===== src/rtl/screens_flow_controller_pkg.sv =====
// Shared screen-flow definitions: state encoding, parameter defaults and a
// saturating counter helper.
package screens_flow_controller_pkg;

    typedef enum logic [2:0] {
        WELCOME       = 3'd0,
        TRANS_TO_PLAY = 3'd1,
        PLAYING       = 3'd2,
        END_HOLD      = 3'd3,
        END           = 3'd4
    } SCREEN_STATE;

    localparam int          DEF_TRANSITION_FRAMES = 30;
    localparam logic [15:0] DEF_WIN_SCORE         = 16'd100;
    localparam int          DEF_END_HOLD_FRAMES   = 120;

    function automatic logic [7:0] sat_inc(input logic [7:0] value);
        return (value == 8'hFF) ? value : value + 8'd1;
    endfunction

endpackage


===== src/rtl/screens_flow_controller_key_edge_detector.sv =====
// Registered rising-edge pulse for a level key input. The first cycle after
// reset only samples the key, so a key held through reset never fires.
module key_edge_detector (
    input  logic clk,
    input  logic resetN,
    input  logic key,
    output logic rise
);

    logic armed;
    logic prev;

    always_ff @(posedge clk or negedge resetN) begin
        if (!resetN) begin
            armed <= 1'b0;
            prev  <= 1'b0;
            rise  <= 1'b0;
        end else begin
            armed <= 1'b1;
            prev  <= key;
            rise  <= armed & key & ~prev;
        end
    end

endmodule


===== src/rtl/screens_flow_controller.sv =====
// Game-flow sequencer: welcome -> black transition -> play -> end screens,
// with start pulse, flipper selection, win/loss flag and session high score.
module screens_flow_controller
    import screens_flow_controller_pkg::*;
#(
    parameter int          TRANSITION_FRAMES = DEF_TRANSITION_FRAMES,
    parameter logic [15:0] WIN_SCORE         = DEF_WIN_SCORE,
    parameter int          END_HOLD_FRAMES   = DEF_END_HOLD_FRAMES
) (
    input  logic        clk,
    input  logic        resetN,
    input  logic        startOfFrame,
    input  logic        key4IsPressed,
    input  logic        key5IsPressed,
    input  logic        key6IsPressed,
    input  logic [3:0]  life,
    input  logic [15:0] score,
    input  logic [7:0]  RGB_screen_welcome,
    input  logic [7:0]  RGB_screen_main,
    input  logic [7:0]  RGB_screen_end,
    output logic [7:0]  RGB_screens,
    output logic        start,
    output logic        flipperType,
    output logic        gameWon,
    output logic [15:0] highScore,
    output logic [2:0]  screenState
);

    localparam logic [7:0] TRANS_LAST = 8'(TRANSITION_FRAMES - 1);
    localparam logic [7:0] HOLD_LAST  = 8'(END_HOLD_FRAMES - 1);

    SCREEN_STATE state;
    logic [7:0]  frame_cnt;
    logic        over_armed;
    logic        key4_rise;
    logic        key5_rise;
    logic        key6_rise;
    logic        game_over;
    logic        win_now;
    logic [7:0]  rgb_next;

    key_edge_detector u_key4 (.clk(clk), .resetN(resetN), .key(key4IsPressed), .rise(key4_rise));
    key_edge_detector u_key5 (.clk(clk), .resetN(resetN), .key(key5IsPressed), .rise(key5_rise));
    key_edge_detector u_key6 (.clk(clk), .resetN(resetN), .key(key6IsPressed), .rise(key6_rise));

    assign screenState = state;
    assign win_now     = (score >= WIN_SCORE);
    // A win takes priority when lives run out on the same cycle.
    assign game_over   = over_armed && ((life == 4'd0) || win_now);

    always_comb begin
        rgb_next = 8'h00;
        case (state)
            WELCOME:       rgb_next = RGB_screen_welcome;
            TRANS_TO_PLAY: rgb_next = 8'h00;
            PLAYING:       rgb_next = RGB_screen_main;
            END_HOLD, END: rgb_next = RGB_screen_end;
            default:       rgb_next = 8'h00;
        endcase
    end

    always_ff @(posedge clk or negedge resetN) begin
        if (!resetN) begin
            state       <= WELCOME;
            frame_cnt   <= 8'd0;
            over_armed  <= 1'b0;
            RGB_screens <= 8'h00;
            start       <= 1'b0;
            flipperType <= 1'b0;
            gameWon     <= 1'b0;
            highScore   <= 16'd0;
        end else begin
            RGB_screens <= rgb_next;
            start       <= 1'b0;
            case (state)
                WELCOME: begin
                    if (key4_rise) flipperType <= 1'b0;
                    if (key6_rise) flipperType <= 1'b1;
                    if (key5_rise) begin
                        state     <= TRANS_TO_PLAY;
                        frame_cnt <= 8'd0;
                    end
                end
                TRANS_TO_PLAY: begin
                    if (startOfFrame) begin
                        if (frame_cnt == TRANS_LAST) begin
                            state      <= PLAYING;
                            start      <= 1'b1;
                            over_armed <= 1'b0;
                        end else begin
                            frame_cnt <= sat_inc(frame_cnt);
                        end
                    end
                end
                PLAYING: begin
                    // The main screen needs one frame after start before its
                    // life/score values describe the new game.
                    if (game_over) begin
                        state     <= END_HOLD;
                        gameWon   <= win_now;
                        frame_cnt <= 8'd0;
                        if (score > highScore) highScore <= score;
                    end else if (startOfFrame) begin
                        over_armed <= 1'b1;
                    end
                end
                END_HOLD: begin
                    if (startOfFrame) begin
                        if (frame_cnt == HOLD_LAST) state <= END;
                        else frame_cnt <= sat_inc(frame_cnt);
                    end
                end
                END: begin
                    if (key5_rise) state <= WELCOME;
                end
                default: state <= WELCOME;
            endcase
        end
    end

endmodule


===== config.mk =====
export PLATFORM = sky130hd
export DESIGN_NAME = screens_flow_controller
export DESIGN_NICKNAME = d
export VERILOG_FILES = /design/src/rtl/screens_flow_controller_pkg.sv /design/src/rtl/screens_flow_controller_key_edge_detector.sv /design/src/rtl/screens_flow_controller.sv
export SDC_FILE = /design/constraint.sdc
export NUM_CORES = 1
export LEC_CHECK = 0
export BUFFER_PORTS_ARGS = -buffer_cell sky130_fd_sc_hd__buf_2
export CELL_PAD_IN_SITES_DETAIL_PLACEMENT = 0
export CELL_PAD_IN_SITES_GLOBAL_PLACEMENT = 1
export CORE_MARGIN = 4
export CORE_UTILIZATION = 35
export CTS_CLUSTER_DIAMETER = 40
export CTS_CLUSTER_SIZE = 14
export DETAILED_ROUTE_END_ITERATION = 10
export PLACE_DENSITY_LB_ADDON = 0.1
export SYNTH_ARGS = -nofsm -noshare
export SYNTH_HDL_FRONTEND = slang
export SYNTH_HIERARCHICAL = 1
export SYNTH_SLANG_ARGS = --single-unit

===== constraint.sdc =====
create_clock -name clk -period 2.11 [get_ports clk]
set_input_delay 0.422 -clock clk [delete_from_list [all_inputs] [get_ports clk]]
set_output_delay 0.422 -clock clk [all_outputs]
set_load 0.02 [all_outputs]

==> results of run 1 <==
==> final timing paths <==
check                              start            end  slack, ns  depth (start not counted)
max                         highScore[9]   highScore[4]       0.04                          9
min                               resetN   highScore[8]       0.06                          1
max reg2reg                 highScore[9]   highScore[4]       0.04                          9
min reg2reg                 u_key6/armed    u_key6/rise       0.49                          1
max in group asynchronous         resetN  highScore[13]       1.52                          2
min in group clk           key6IsPressed    u_key6/prev       0.24                          1
==> repair_timing <==
action                                  4_1_cts  5_1_grt
gates resized for setup                       1        5
hold endpoints to repair                      0        0
endpoints found under the setup margin       10       20
setup buffers                                 3        1
pin swaps                                     2        1
==> metrics by stage <==
step	util [%]	instances
after global routing	49.3	460
final	49.3	460
after floorplan	-	249
after CTS	48.8	459
after global placement	47.2	448
after detailed placement	47.2	448
==> power by group <==
part | internal, mW | switching (mW)
Combinational | 0.296 | 0.312
Clock | 0.238 | 0.327
Sequential | 1.02 | 0.0677
Total | 1.55 | 0.707
==> cell families (layout without fill, tap and decap cells) <==
family / Yosys count / count (layout) / share of synthesized area, %
compound gates: 50 / 50 / 13.2
flops: 48 / 48 / 45.6
mux: 28 / 28 / 12.1
fa+ha+maj: 18 / 18 / 8.56
simple gates: 75 / 75 / 15.7
other cells: 3 / 3 / 0.428
buf+inv: 27 / 139 / 4.42
==> cell type report <==
type / count / area (µm²) / area share [%]
clock buffer: 5 / 68.8 / 1.91
clock inverter: 3 / 22.5 / 0.626
inverter: 18 / 67.6 / 1.88
multi-input combinational: 174 / 1430 / 39.7
sequential: 48 / 1210 / 33.7
tap: 99 / 124 / 3.44
timing repair buffer: 113 / 676 / 18.8
==> cells in the final DEF, fill, tap and decap left out, types with 4 or more instances in the layout <==
cell       n
nand4_1    5
a21oi_1    8
a31oi_1    4
nor2_1     9
clkbuf_8   5
nand2b_1   6
ha_4       4
o21ai_0   10
inv_1     15
mux2_4    11
ha_1      14
buf_4     32
dfrtp_2    9
dfrtp_1   39
a22oi_1    8
nand3_1    6
and3_1     5
nand2_1   21
mux2_2    16
buf_2     79
==> state kept, by name (all words and copies together), names as in the netlist <==
name,cells
u_key5/rise,1
u_key4/rise,1
gameWon,1
u_key6/prev,1
u_key4/prev,1
u_key5/prev,1
u_key6/rise,1
u_key6/armed,1
u_key4/armed,1
frame_cnt,8
screenState,3
flipperType,1
u_key5/armed,1
over_armed,1
highScore,16
RGB_screens,8
start,1
==> metal layers <==
| layer | vias to the layer above | global-route usage [%] | share of wire, % |
|---|---|---|---|
| met1 | 1050 | 19.0 | 44 |
| met4 | 0 | 4.57 | 1.3 |
| met3 | 6 | 3.27 | 6.4 |
| li1 | 1123 | - | - |
| met5 | - | 0 | 0 |
| met2 | 55 | 24.0 | 48 |
==> critical path: cells and delay by family, from the launching register on <==
kind,cells,cell delay [ns]
flops,1,0.42
buf+inv,2,0.26
fa+ha+maj,1,0.20
compound gates,4,0.67
mux,1,0.34
simple gates,1,0.06
==> impl_metrics.toml, run 1 <==
[power_and_ir_drop]
total_power_mw = 2.26
leakagePower_nw = 1.81
power_density_mw_per_mm2 = 628
max-vdd-ir-drop_mv = 0.377

[final_layout]
final_nets = 428
layout-drive-gt1-share_pct = 48.5
fillers = 718
design_area_mm2 = 0.00360
syn2layout_area_growth_pct = 36.6
antennaDiodeCount = 0

[yosys]
async_flop_share_pct = 100
netlist.area_leader.share_pct = 45.6
synth_fp_nets = 317
synthFlopType = "dfrtp_1"
synth_edf_count = 0
synth_cells = 249
yosys.area.top_type = "dfrtp_1"
ys_top_cells_by_area = "dfrtp_1 (46%), mux2_2 (11%), ha_1 (8.6%), nand2_1 (3.0%), inv_1 (2.6%)"
synth_most_common_cell = "dfrtp_1"
yosysWarnings = 6
syn-cell-area_mm2 = 0.00263
synth_cell_types = 47
yosys-top-cells-count = "dfrtp_1 (48), mux2_2 (26), nand2_1 (21), ha_1 (18), inv_1 (18)"
ys_seq_area_share_pct = 45.6
synth-seq-cells = 48
avgSynthCellArea_um2 = 10.6

[placement]
gp_congestion = 0.739
place_hpwl_mm = 5.00
dp_slack_ns = -0.172
port_buffers = 79
placed_cell_area_mm2 = 0.00344

[critical_path]
cpMaxStageDelayCell = "dfrtp_2"
path_cells = "inv_2 -> ha_4 -> a21o_1 -> nand3_1 -> a21oi_1 -> a211o_1 -> o211ai_4 -> buf_12 -> mux2_2"
worstSetupEndpointType = "register"
arrival_ns = 2.25
slowest_delay_ns = 0.42
worstPathMaxFanout = 16
cp.required_ns = 2.30
crit_type = "register to register"
start_kind = "register"

[cts]
clkTransAtPathRegs_ns = 0.09
cts.hold.buffers_added = 0
clock_tree.buffer_depth = 2
cts-buffers-inserted = 5
cts_root_buf = "clkbuf_8"
cts_sinks = 48
cts_tree = "built"
clkLatencyLatePin_ns = 0.30
htree_levels = 2

[timing]
skew_ns = 0.00664
fmax_mhz = 483
rsz0062_at_grt = "yes"
slew_viol_final = 0
period_share_pct = 98.0
hold_violations = 0
final.setup.tns_ns = 0
setup_viol = 0
fin_crit_ns = 2.07
worst_hold_slack_ns = 0.0561
setup_ws_ns = 0.0415

[global_route]
globalRoute.totalOverflow = 0
grt_start_max_net_pins = 23
grt.total_usage_pct = 14.6
antenna_found_initial = 0
grt_pass1_wl_mm = 10.2
grt_pass1_vias = 2132

[floorplan]
start_util_pct = 36.1
dieArea_mm2 = 0.00897
io_pins = 80
coreArea_mm2 = 0.00729
die-width_um = 94.7
rows = 31
die_h_um = 94.7

[route]
wl_per_cell_um = 13.9
drc_errors = 0
routed_wl_mm = 6.41
vias = 2234
drt_iter0_drc = 65
drt-pass1-iter-count = 4
ant_nets = 0
viasPerCell = 4.86

[run]
cap_violations = 0

[hold_path]
min_path_type = "primary input to async pin"

[outcome]
status = "finished clean"
Note: power is estimated with default switching activity, not from simulation.
==> inputs of run 2 (changes only) <==
--- a/config.mk
+++ b/config.mk
@@ -5,11 +5,12 @@
 export SDC_FILE = /design/constraint.sdc
 export NUM_CORES = 1
 export LEC_CHECK = 0
+export ABC_AREA = 1
 export BUFFER_PORTS_ARGS = -buffer_cell sky130_fd_sc_hd__buf_2
 export CELL_PAD_IN_SITES_DETAIL_PLACEMENT = 0
 export CELL_PAD_IN_SITES_GLOBAL_PLACEMENT = 1
 export CORE_MARGIN = 4
-export CORE_UTILIZATION = 35
+export CORE_UTILIZATION = 34
 export CTS_CLUSTER_DIAMETER = 40
 export CTS_CLUSTER_SIZE = 14
 export DETAILED_ROUTE_END_ITERATION = 10
==> impl_metrics.toml, run 2 <==
[outcome]
status = "finished clean"

[global_route]
antenna_found_initial = 0
grt_pass1_wl_mm = 11.8
grt.total_usage_pct = 15.1
globalRoute.totalOverflow = 0
grt_start_max_net_pins = 49
grt_pass1_vias = 2446

[timing]
setup_ws_ns = 0.278
period_share_pct = 86.8
rsz0062_at_grt = "no"
setup_viol = 0
slew_viol_final = 0
final.setup.tns_ns = 0
fin_crit_ns = 1.83
fmax_mhz = 546
hold_violations = 0
skew_ns = 0.0113

[power_and_ir_drop]
pwr-share-comb_pct = 50.6
p_int_mw = 2.35
leakagePower_nw = 1.84
total_power_mw = 4.32
power_density_mw_per_mm2 = 1280
swShare_pct = 45.6
power.share.sequential_pct = 32.9
clkPwrFrac_pct = 16.6
net-switching-power_mw = 1.97
max-vdd-ir-drop_mv = 0.437

[cts]
clkLatencyLatePin_ns = 0.31
htree_levels = 2
clock_tree.buffer_depth = 2
cts_tree = "built"
cts.hold.buffers_added = 0
cts_sinks = 48
clkTransAtPathRegs_ns = 0.11
cts_resized = 0
cts_setup_buffers = 0
cts-buffers-inserted = 5
cts_root_buf = "clkbuf_8"

[critical_path]
start_kind = "register"
cpMaxStageDelayCell = "dfrtp_1"
path_cells = "inv_1 -> ha_1 -> nand4_1 -> nor3_1 -> and2b_1 -> nor2_4 -> nand2_2 -> buf_12 -> nand2_1 -> nand2_1"
slowest_delay_ns = 0.38
cpMostUsedCell = "nand2_1"
cp.required_ns = 2.36
worstSetupEndpointType = "register"
crit_buf_inv = 2
crit_type = "register to register"
critical-path-top-delay-family = "simple AND/OR/NAND/NOR gates"
worstPathMaxFanout = 13
arrival_ns = 2.08

[hold_path]
min_path_type = "primary input to async pin"

[floorplan]
start_util_pct = 35.0
rows = 32
io_pins = 80
die-width_um = 97.2
coreArea_mm2 = 0.00773
die_h_um = 97.2
dieArea_mm2 = 0.00944

[placement]
dp_slack_ns = 0.125
gp_congestion = 0.782
port_buffers = 79
place_hpwl_mm = 4.91

[yosys]
yosys-top-cells-count = "nand2_1 (102), dfrtp_1 (48), nand3_1 (32), inv_1 (30), nor2_1 (22)"
ys_top_cells_by_area = "dfrtp_1 (44%), nand2_1 (14%), ha_1 (8.3%), nand3_1 (5.9%), inv_1 (4.2%)"
synth_cell_types = 34
yosysWarnings = 6
synth_cells = 338
async_flop_share_pct = 100
netlist.area_leader.share_pct = 44.4
ys_seq_area_share_pct = 44.4
yosys.area.top_type = "dfrtp_1"
synth_fp_nets = 406
avgSynthCellArea_um2 = 8.00
synth_edf_count = 0
syn-cell-area_mm2 = 0.00270
synth_most_common_cell = "nand2_1"
synth-seq-cells = 48
synthFlopType = "dfrtp_1"

[final_layout]
largest_register_ffs = 16
syn2layout_area_growth_pct = 25.0
layout.cells.most_common = "nand2_1"
final_nets = 491
layout-drive-gt1-share_pct = 26.7
antennaDiodeCount = 0
regMostFlops = "highScore"
final_cell_mix = "nand2_1 (102), buf_2 (79), dfrtp_1 (48)"
fillers = 809
largestRegisters = "highScore x16, RGB_screens x8, frame_cnt x8"

[run]
cap_violations = 0

[route]
vias = 2467
drc_errors = 0
drt-pass1-iter-count = 4
viasPerCell = 4.69
ant_nets = 0
routed_wl_mm = 6.74
drt_iter0_drc = 66
wl_per_cell_um = 12.8
-- run 2: cell types whose count changed in the layout (fill, tap and decap cells not counted), moves of 6 or more --
| cell | previous run | this run |
|---|---|---|
| nand2b_1 | 6 | 0 |
| dfrtp_2 | 9 | 0 |
| mux2_2 | 16 | 0 |
| nand3_1 | 6 | 32 |
| dfrtp_1 | 39 | 48 |
| nand2_1 | 21 | 102 |
| buf_4 | 32 | 6 |
| mux2_4 | 11 | 0 |
| inv_1 | 15 | 30 |
| nand4_1 | 5 | 15 |
| nor2_1 | 9 | 22 |
-- run 2: cell type report --
| class | instances | area [µm²] | share of cell area (%) |
|---|---|---|---|
| inverter | 35 | 131 | 3.89 |
| clock inverter | 3 | 46.3 | 1.37 |
| sequential | 48 | 1200 | 35.5 |
| tap | 102 | 128 | 3.77 |
| timing repair buffer | 87 | 480 | 14.2 |
| clock buffer | 5 | 68.8 | 2.04 |
| multi-input combinational | 246 | 1330 | 39.2 |
-- run 2: worst paths after layout --
check	depth (start not counted)	end	start	slack, ns
min in group clk	1	u_key6/prev	key6IsPressed	0.23
max in group asynchronous	2	screenState[2]	resetN	1.79
worst max register to register	10	highScore[1]	highScore[15]	0.28
worst min-delay path	2	start	resetN	0.08
worst max-delay path	10	highScore[1]	highScore[15]	0.28
worst min register to register	1	u_key5/rise	u_key5/prev	0.40
-- run 2: cells by family after synthesis --
group / share of synthesized area [%]
compound gates: 6.99
xor+xnor: 0.324
fa+ha+maj: 8.33
buf+inv: 6.57
flops: 44.4
other cells: 0.416
simple gates: 32.9
-- run 2: power by group through the flow --
| stage | sequential, mW | combinational, mW | clock, mW |
|---|---|---|---|
| after floorplan | 1.72 | 1.20 | 0 |
| after global placement | 1.43 | 2.21 | 0 |
| after detailed placement | 1.44 | 2.21 | 0 |
| after CTS | 1.42 | 2.23 | 0.735 |
| after global routing | 1.47 | 2.49 | 0.788 |
| final | 1.42 | 2.18 | 0.715 |
-- run 2: through the flow --
stage	hold slack, ns	instances	instance area, µm²	util (%)
final	0.0757	526	3380	43.8
after global routing	0.102	526	3380	43.8
after CTS	0.0918	526	3380	43.8
after detailed placement	0.396	518	3270	42.3
after global placement	0.396	518	3270	42.3
after floorplan	0.126	338	2700	-
-- run 2: worst register-to-register path, stage by stage (launching register included) --
cell,delay [ns]
dfrtp_1,0.38
inv_1,0.05
ha_1,0.31
nand4_1,0.14
nor3_1,0.26
and2b_1,0.21
nor2_4,0.05
nand2_2,0.12
buf_12,0.16
nand2_1,0.06
nand2_1,0.05
-- run 2: metal layers --
| layer | GRT usage [%] | vias up | routed length (µm) |
|---|---|---|---|
| met2 | 23.6 | 59 | 2980 |
| met5 | 0 | - | 0 |
| met4 | 3.67 | 0 | 69 |
| li1 | - | 1272 | - |
| met1 | 21.0 | 1131 | 3330 |
| met3 | 3.66 | 5 | 353 |
==> inputs of run 3 (changes only) <==
--- a/config.mk
+++ b/config.mk
@@ -14,8 +14,10 @@
 export CTS_CLUSTER_DIAMETER = 40
 export CTS_CLUSTER_SIZE = 14
 export DETAILED_ROUTE_END_ITERATION = 10
+export MAX_ROUTING_LAYER = met4
 export PLACE_DENSITY_LB_ADDON = 0.1
 export SYNTH_ARGS = -nofsm -noshare
 export SYNTH_HDL_FRONTEND = slang
 export SYNTH_HIERARCHICAL = 1
 export SYNTH_SLANG_ARGS = --single-unit
+export TNS_END_PERCENT = 10
==> impl_metrics.toml, run 3 (synthesized netlist as in run 2, its figures left out) <==
[critical_path]
cp.required_ns = 2.36
start_kind = "register"
reg2reg_setup_slack_ns = 0.27
r2r_cells = 10
arrival_ns = 2.09
worstSetupEndpointType = "register"
crit_type = "register to register"
worstPathMaxFanout = 13

[cts]
cts_setup_buffers = 0
cts_root_buf = "clkbuf_8"
clock_tree.buffer_depth = 2
cts_tree = "built"
cts_sinks = 48
cts_resized = 0
cts-buffers-inserted = 5
clkLatencyLatePin_ns = 0.31
clkTransAtPathRegs_ns = 0.11
cts.hold.buffers_added = 0
htree_levels = 2

[final_layout]
largestRegisters = "highScore x16, RGB_screens x8, frame_cnt x8"
design_area_mm2 = 0.00338
final_cell_mix = "nand2_1 (102), buf_2 (79), dfrtp_1 (48)"
layout-drive-gt1-share_pct = 26.7
multi_input_area_mm2 = 0.00133
syn2layout_area_growth_pct = 25.0
regMostFlops = "highScore"
fillers = 809
layout.cells.most_common = "nand2_1"
antennaDiodeCount = 0
largest_register_ffs = 16
final_nets = 491
final-seq-area_mm2 = 0.00120

[power_and_ir_drop]
power_density_mw_per_mm2 = 1280
max-vdd-ir-drop_mv = 0.438
total_power_mw = 4.32
leakagePower_nw = 1.84

[floorplan]
die_h_um = 97.2
die-width_um = 97.2
dieArea_mm2 = 0.00944
io_pins = 80
coreArea_mm2 = 0.00773
rows = 32
start_util_pct = 35.0

[timing]
hold_violations = 0
setup_ws_ns = 0.271
final.setup.tns_ns = 0
fmax_mhz = 544
setup_viol = 0
fin_crit_ns = 1.84
skew_ns = 0.0108
rsz0062_at_grt = "no"
period_share_pct = 87.2
slew_viol_final = 0

[outcome]
status = "finished clean"

[route]
routed_wl_mm = 6.75
drt_iter0_drc = 66
drc_errors = 0
wl_per_cell_um = 12.8
ant_nets = 0
vias = 2463
viasPerCell = 4.68
drt-pass1-iter-count = 5

[placement]
place_hpwl_mm = 4.91
port_buffers = 79
placed_cell_area_mm2 = 0.00327
gp_congestion = 0.793
dp_slack_ns = 0.125

[global_route]
antenna_found_initial = 0
grt_pass1_vias = 2448
grt_start_max_net_pins = 49
grt.total_usage_pct = 15.5
grt_pass1_wl_mm = 11.8
globalRoute.totalOverflow = 0

[run]
cap_violations = 0

[hold_path]
min_path_type = "primary input to async pin"
==> run 3: cell type report <==
type / instances / area share [%]
clock buffer: 5 / 2.04
clock inverter: 3 / 1.37
inverter: 35 / 3.89
multi-input combinational: 246 / 39.2
sequential: 48 / 35.5
tap: 102 / 3.77
timing repair buffer: 87 / 14.2
==> run 3: power by group <==
group	internal, mW	switching (mW)	total (mW)
Clock	0.358	0.357	0.715
Sequential	1.21	0.208	1.42
Combinational	0.779	1.41	2.19
Total	2.35	1.97	4.32
==> run 3: layer usage <==
layer	global-route usage (%)	vias to the layer above	routed length (µm)	part of all wire (%)
met5	-	-	0	0
met4	3.67	0	69	1.0
met2	23.6	53	2980	44
li1	-	1270	-	-
met3	3.23	5	298	4.4
met1	21.3	1135	3400	50
==> run 3: stage by stage <==
| stage | utilization [%] | std cells | hold WS, ns |
|---|---|---|---|
| after CTS | 43.8 | 526 | 0.0918 |
| after detailed placement | 42.3 | 518 | 0.396 |
| after floorplan | - | 338 | 0.126 |
| after global routing | 43.8 | 526 | 0.102 |
| after global placement | 42.3 | 518 | 0.396 |
| final | 43.8 | 526 | 0.0761 |
==> run 3: worst paths after layout <==
kind,startpoint,to
worst max-delay path,highScore[15],highScore[1]
worst min-delay path,resetN,start
worst max register to register,highScore[15],highScore[1]
worst min register to register,u_key5/prev,u_key5/rise
max in group asynchronous,resetN,screenState[2]
min in group clk,key6IsPressed,u_key6/prev
==> run 3: critical path, stage by stage, from the launching register on <==
cell and delay, ns:
dfrtp_1 0.38, inv_1 0.05, ha_1 0.31, nand4_1 0.14, nor3_1 0.26, and2b_1 0.21, nor2_4 0.05, nand2_2 0.12
buf_12 0.16, nand2_1 0.05, nand2_1 0.05
